File: config.mk
export PLATFORM = sky130hd
export DESIGN_NAME = video_sync_decoder
export DESIGN_NICKNAME = d
export VERILOG_FILES = /design/src/rtl/video_sync_decoder.sv
export SDC_FILE = /design/constraint.sdc
export NUM_CORES = 1
export LEC_CHECK = 0
export ABC_AREA = 1
export CORE_UTILIZATION = 40
export CTS_BUF_LIST = sky130_fd_sc_hd__clkbuf_4 sky130_fd_sc_hd__clkbuf_8
export DETAILED_ROUTE_END_ITERATION = 6
export GPL_TIMING_DRIVEN = 1
export PLACE_DENSITY = 0.73
export SLEW_MARGIN = 15
export SYNTH_ARGS = -nofsm -noshare
export SYNTH_HDL_FRONTEND = slang
export SYNTH_SLANG_ARGS = --single-unit
File: constraint.sdc
create_clock -name i_clk -period 3.6 [get_ports i_clk]
set_clock_uncertainty 0.1 [all_clocks]
set_input_delay 0.36 -clock i_clk [delete_from_list [all_inputs] [get_ports i_clk]]
set_output_delay 0.36 -clock i_clk [all_outputs]
set_load 0.005 [all_outputs]
File: src/rtl/video_sync_decoder.sv
// -----------------------------------------------------------------------------
// video_sync_decoder
//
// Receive side of the VGA sync interface. Measures active-high hsync/vsync
// (as produced by the sync generator before pin inversion) and reports line
// length, hsync pulse width and lines per frame. It raises a lock flag once
// the timing has been stable for LOCK_FRAMES consecutive frames. All inputs
// are synchronous to i_clk; there is no synchronizer inside.
//
// Ports
//   i_clk          pixel clock
//   i_rst_n        asynchronous reset, active-low
//   i_hsync        horizontal sync, active-high
//   i_vsync        vertical sync, active-high
//   o_hpos         clocks since the last hsync rising edge
//   o_line_len     clocks between the last two hsync rising edges
//   o_hsync_width  clocks hsync was high in its last completed pulse
//   o_frame_lines  hsync rising edges between the last two vsync rising edges
//   o_frame_stb    one-cycle pulse: o_frame_lines was just updated
//   o_locked       timing stable for LOCK_FRAMES frames
//
// All counters and measurements saturate at all-ones. A saturated h_cnt or
// v_cnt means the syncs have stopped, and this drops the decoder back to SEARCH.
// -----------------------------------------------------------------------------
module video_sync_decoder #(
  parameter int H_W         = 12,
  parameter int V_W         = 11,
  parameter int LOCK_FRAMES = 2
) (
  input  logic           i_clk,
  input  logic           i_rst_n,
  input  logic           i_hsync,
  input  logic           i_vsync,
  output logic [H_W-1:0] o_hpos,
  output logic [H_W-1:0] o_line_len,
  output logic [H_W-1:0] o_hsync_width,
  output logic [V_W-1:0] o_frame_lines,
  output logic           o_frame_stb,
  output logic           o_locked
);

  localparam logic [H_W-1:0] H_MAX = '1;
  localparam logic [V_W-1:0] V_MAX = '1;
  localparam int             LC_W  = $clog2(LOCK_FRAMES + 1);

  typedef enum logic [1:0] {
    SEARCH,
    TRACK,
    LOCKED
  } state_t;

  logic           hs_prev;
  logic           vs_prev;
  logic [H_W-1:0] h_cnt;
  logic [H_W-1:0] w_cnt;
  logic [V_W-1:0] v_cnt;
  logic           mismatch;
  logic [LC_W-1:0] lock_cnt;
  logic [LC_W-1:0] lock_cnt_nxt;
  state_t         state;
  state_t         state_nxt;

  logic           hs_rise;
  logic           hs_fall;
  logic           vs_rise;
  logic [H_W-1:0] h_inc;
  logic [H_W-1:0] w_inc;
  logic [V_W-1:0] v_inc;
  logic [LC_W-1:0] lock_inc;
  logic           timeout;
  logic           good;

  assign hs_rise  = i_hsync & ~hs_prev;
  assign hs_fall  = ~i_hsync & hs_prev;
  assign vs_rise  = i_vsync & ~vs_prev;

  assign h_inc    = (h_cnt == H_MAX) ? h_cnt : h_cnt + 1'b1;
  assign w_inc    = (w_cnt == H_MAX) ? w_cnt : w_cnt + 1'b1;
  assign v_inc    = (v_cnt == V_MAX) ? v_cnt : v_cnt + 1'b1;
  assign lock_inc = lock_cnt + 1'b1;

  assign timeout  = (h_cnt == H_MAX) | (v_cnt == V_MAX);
  // The frame being closed by this vs_rise is judged against the previous one.
  assign good     = (v_cnt == o_frame_lines) & ~mismatch;

  assign o_hpos   = h_cnt;

  // ---------------------------------------------------------------------------
  // Edge detection and measurement counters
  // ---------------------------------------------------------------------------
  // NOTE: state registers use non-blocking assignments so every register here
  // samples the pre-edge values of the others, whatever the statement order.
  always_ff @(posedge i_clk or negedge i_rst_n) begin
    if (!i_rst_n) begin
      // Previous-sample registers reset high: a sync already high when reset
      // releases is mid-pulse, not a fresh rising edge.
      hs_prev       <= 1'b1;
      vs_prev       <= 1'b1;
      h_cnt         <= '0;
      w_cnt         <= '0;
      v_cnt         <= '0;
      mismatch      <= 1'b0;
      o_line_len    <= '0;
      o_hsync_width <= '0;
      o_frame_lines <= '0;
      o_frame_stb   <= 1'b0;
    end else begin
      hs_prev     <= i_hsync;
      vs_prev     <= i_vsync;
      o_frame_stb <= vs_rise;

      if (hs_rise) begin
        h_cnt      <= '0;
        o_line_len <= h_inc;
      end else begin
        h_cnt <= h_inc;
      end

      if (hs_rise) begin
        w_cnt <= H_W'(1);
      end else if (i_hsync) begin
        w_cnt <= w_inc;
      end

      if (hs_fall) begin
        o_hsync_width <= w_cnt;
      end

      if (vs_rise) begin
        // A new frame starts clean; any line compare in this cycle is dropped.
        o_frame_lines <= v_cnt;
        v_cnt         <= hs_rise ? V_W'(1) : '0;
        mismatch      <= 1'b0;
      end else begin
        if (hs_rise) begin
          v_cnt <= v_inc;
        end
        if (hs_rise && (h_inc != o_line_len)) begin
          mismatch <= 1'b1;
        end
      end
    end
  end

  // ---------------------------------------------------------------------------
  // Lock FSM
  // ---------------------------------------------------------------------------
  always_ff @(posedge i_clk or negedge i_rst_n) begin
    if (!i_rst_n) begin
      state    <= SEARCH;
      lock_cnt <= '0;
      o_locked <= 1'b0;
    end else begin
      state    <= state_nxt;
      lock_cnt <= lock_cnt_nxt;
      o_locked <= (state_nxt == LOCKED);
    end
  end

  // NOTE: every output of this block gets a default first, so no path can
  // leave a signal unassigned and infer a latch.
  always_comb begin
    state_nxt    = state;
    lock_cnt_nxt = lock_cnt;

    if (timeout) begin
      state_nxt    = SEARCH;
      lock_cnt_nxt = '0;
    end else if (vs_rise) begin
      unique case (state)
        SEARCH: begin
          // The first captured frame is partial and is never judged.
          state_nxt    = TRACK;
          lock_cnt_nxt = '0;
        end
        TRACK: begin
          if (good) begin
            lock_cnt_nxt = lock_inc;
            if (lock_inc == LC_W'(LOCK_FRAMES)) begin
              state_nxt = LOCKED;
            end
          end else begin
            lock_cnt_nxt = '0;
          end
        end
        LOCKED: begin
          if (!good) begin
            state_nxt    = TRACK;
            lock_cnt_nxt = '0;
          end
        end
        default: begin
          state_nxt    = SEARCH;
          lock_cnt_nxt = '0;
        end
      endcase
    end
  end

endmodule

==> flow_summary_export.csv <==
group,metric,value,unit
status,status,"completed",
cts,clk_pin_slew,0.08,ns
logic_synthesis,yosys_most_used_dff,"dfrtp_1",
logic_synthesis,synth_mux_area_share,0,%
timing,slew_viol_final,0,
critical_path,crit_type,"flop to flop",
grt,grt_max_degree,80,
placed_design,routabilityCongestion,0.827,
logic_synthesis,synth_area_per_cell,7.86,um^2
critical_path,regToRegEndpoint,"mismatch$_DFFE_PN0P_",
timing,max_slew_margin,34.4,%
timing,tightest_slew,0.983,ns
cts,cts-buffers-inserted,9,
finish,num-nets-final,574,
grt,antenna_found_initial,0,
routing,wl,9050,um
logic_synthesis,synth_seq_cells,79,
cts,cts_tree,"yes",
critical_path,crit_arrival,2.66,ns
power,power.total,2220,uW
logic_synthesis,synth-xor-area-share,2.39,%
critical_path,worstReg2RegStart,"o_hpos[1]$_DFF_PN0_",
power,vdd.ir_drop.worst,0.273,mV
timing,finalWorstPathRequiredPeriod,2.51,ns
routing,wl_per_cell,12.9,um
flow_run,maxCapViolations,0,
grt,grt_pass1_vias,3357,
critical_path,cp-endpoint,"mismatch$_DFFE_PN0P_",
die,core_area,0.00977,mm^2
cts,cts-root-buf,"clkbuf_8",
logic_synthesis,netlist_area,0.00404,mm^2
routing,ant_nets,0,
cts,clock_path_buffers,2,
routing,avgViaCountPerCell,4.98,
critical_path,critical_path.startpoint,"o_hpos[1]$_DFF_PN0_",
logic_synthesis,ys_warn_count,0,
critical_path,rrSetupSlack,1.09,ns
cts,htreeDepth,3,
cts,worstSkewPairLatency,0.36,ns
die,dieArea,0.0105,mm^2
grt,grt_overflow_total,0,
critical_path,worst_setup_path_end_kind,"flop",
cts,cts_hold_buf,0,
timing,setup_viol,0,
power,leakagePower,0.00221,uW
grt,grt_usage,18.6,%
die,initial_utilization,41.3,%
power,power.density,453,mW/mm^2
grt,grt_pass1_wl,15300,um
routing,first_pass_iters,4,
timing,hold_violations,0,
routing,drt_iter0_markers,225,
placed_design,io_buffers,52,
placed_design,hpwl,6300,um
timing,max_freq,398,MHz
logic_synthesis,synth_top_family_by_area,"simple AND/OR/NAND/NOR gates",
die,die_x,102,um
hold_path,hp-class,"input pin to async pin",
timing,setup_tns,0,ns
critical_path,cp_max_fo,30,
cts,cts_sinks,79,
die,die_h,102,um
die,fp-row-count,36,
finish,drive_gt1_share,7.01,%
critical_path,cp-start-kind,"flop",
logic_synthesis,synth-simple-area-share,27.1,%
logic_synthesis,synthAdderAreaFrac,1.24,%
die,ios,53,
cts,cts_setup_buffers,0,
routing,drc,0,
finish,area_growth_syn_to_layout,21.5,%
cts,post_cts_resized,0,
critical_path,crit_required,3.75,ns
logic_synthesis,synth-edff-count,0,
logic_synthesis,synth_cell_type_count,41,
logic_synthesis,synth_compound_area_share,11.8,%
logic_synthesis,ys_async_sr_fraction,100,%
logic_synthesis,synth_nets,522,
timing,finalCritPeriodShare,69.8,%
finish,antennaDiodeCount,0,
logic_synthesis,synth_seq_area_share,49.0,%
logic_synthesis,syn_inst,514,
routing,vias,3506,
critical_path,reg2regPathDepth,14,
timing,rsz0062_at_grt,"false",
==> layer usage <==
layer,part of all wire [%],GRT usage (%),wire length [um]
met1,47,24.5,4270
met2,47,29.1,4240
met3,4.3,3.76,390
met4,1.8,9.56,159
met5,0,0,0
==> how the worst min path moves through the flow <==
| stage | startpoint | end | slack [ns] | cells past startpoint |
|---|---|---|---|---|
| 4_1_cts | i_rst_n | o_hpos[8]$_DFF_PN0_ | 0.11 | 1 |
| 2_1_floorplan | i_rst_n | lock_cnt[0]$_DFFE_PN0P_ | -0.04 | 0 |
| 3_5_place_dp | o_hsync_width[6]$_DFFE_PN0P_ | o_hsync_width[6]$_DFFE_PN0P_ | 0.38 | 2 |
| 6_report | i_rst_n | o_frame_lines[6]$_DFFE_PN0P_ | 0.06 | 1 |
| 5_1_grt | i_rst_n | v_cnt[6]$_DFFE_PN0P_ | 0.15 | 1 |
| 3_3_place_gp | v_cnt[7]$_DFFE_PN0P_ | v_cnt[7]$_DFFE_PN0P_ | 0.37 | 2 |
==> synth_stat cells (all sizes together), types with 5 or more instances <==
library cell | number | area, um^2
xor2 | 9 | 78.8
nor3 | 11 | 60.1
nand2 | 150 | 583
dfrtp | 77 | 1930
inv | 71 | 269
clkbuf | 9 | 35.0
a21oi | 22 | 114
nand3 | 31 | 160
nor4 | 5 | 31.3
o21ai | 50 | 250
buf | 5 | 36.3
nor2 | 35 | 161
nand4 | 12 | 75.1
==> metrics by stage <==
step / setup slack (ns) / cell area [um^2] / hold WS (ns) / utilization [%] / instances
floorplan: 1.73 / 4040 / -0.0356 / - / 514
global placement: 1.16 / 4670 / 0.367 / 47.8 / 688
detailed placement: 1.07 / 4670 / 0.376 / 47.8 / 688
CTS: 1.07 / 4910 / 0.105 / 50.2 / 704
global route: 0.747 / 4910 / 0.154 / 50.2 / 704
finish: 1.09 / 4910 / 0.0560 / 50.2 / 704
==> registers in the layout, summed over array words and instances, names as in the netlist, 2 cells and up <==
signal	count
o_hsync_width	12
lock_cnt	2
o_hpos	12
w_cnt	12
state	2
o_line_len	12
o_frame_lines	11
v_cnt	11
==> cell families after synthesis <==
logic type                 Yosys count
and+or+nand+nor                    247
AOI/OAI and AO/OA                   87
xor gates and xnor gates            11
adders and majority gates            4
buffers and inverters               86
DFF                                 79
==> worst max-delay path: stages (launching register included) <==
cell and delay, ns:
dfrtp_1 0.41, ha_1 0.27, nand2_2 0.13, nor2_4 0.16, nand3_2 0.47, nand2_1 0.24, nand2_1 0.11, nand2_1 0.07
nand2_1 0.04, inv_1 0.04, nand3_1 0.06, nor2_1 0.11, nand2_1 0.06, nand2_1 0.07, a21oi_2 0.05
==> power by group <==
part	total, uW	switching (uW)	internal, uW
logic	426	236	190
clock network	763	319	443
registers	1030	72.9	961
==> final cells by class <==
| type | instances | area (um^2) |
|---|---|---|
| sequential | 79 | 1980 |
| fill | 951 | 4870 |
| timing repair buffer | 55 | 541 |
| multi-input combinational | 349 | 1720 |
| inverter | 72 | 273 |
| clock buffer | 13 | 166 |
| tap | 133 | 166 |
| clock inverter | 3 | 65.1 |
==> cell usage in the layout (no fill, tap or decap), types with 3 or more instances in the layout <==
cell type and instances:
ha_1 4, dfrtp_1 77, nor4_1 5, nor2_2 6, buf_4 4, nor3_1 10, nand3_1 30, clkbuf_8 11
o21bai_1 4, clkdlybuf4s50_1 51, xor2_1 9, o21ai_0 48, nor2_1 27, inv_1 68, nand4_1 12, nand2_1 146
a21oi_1 21, o21a_1 3
Power figures use the tool's default switching activity.
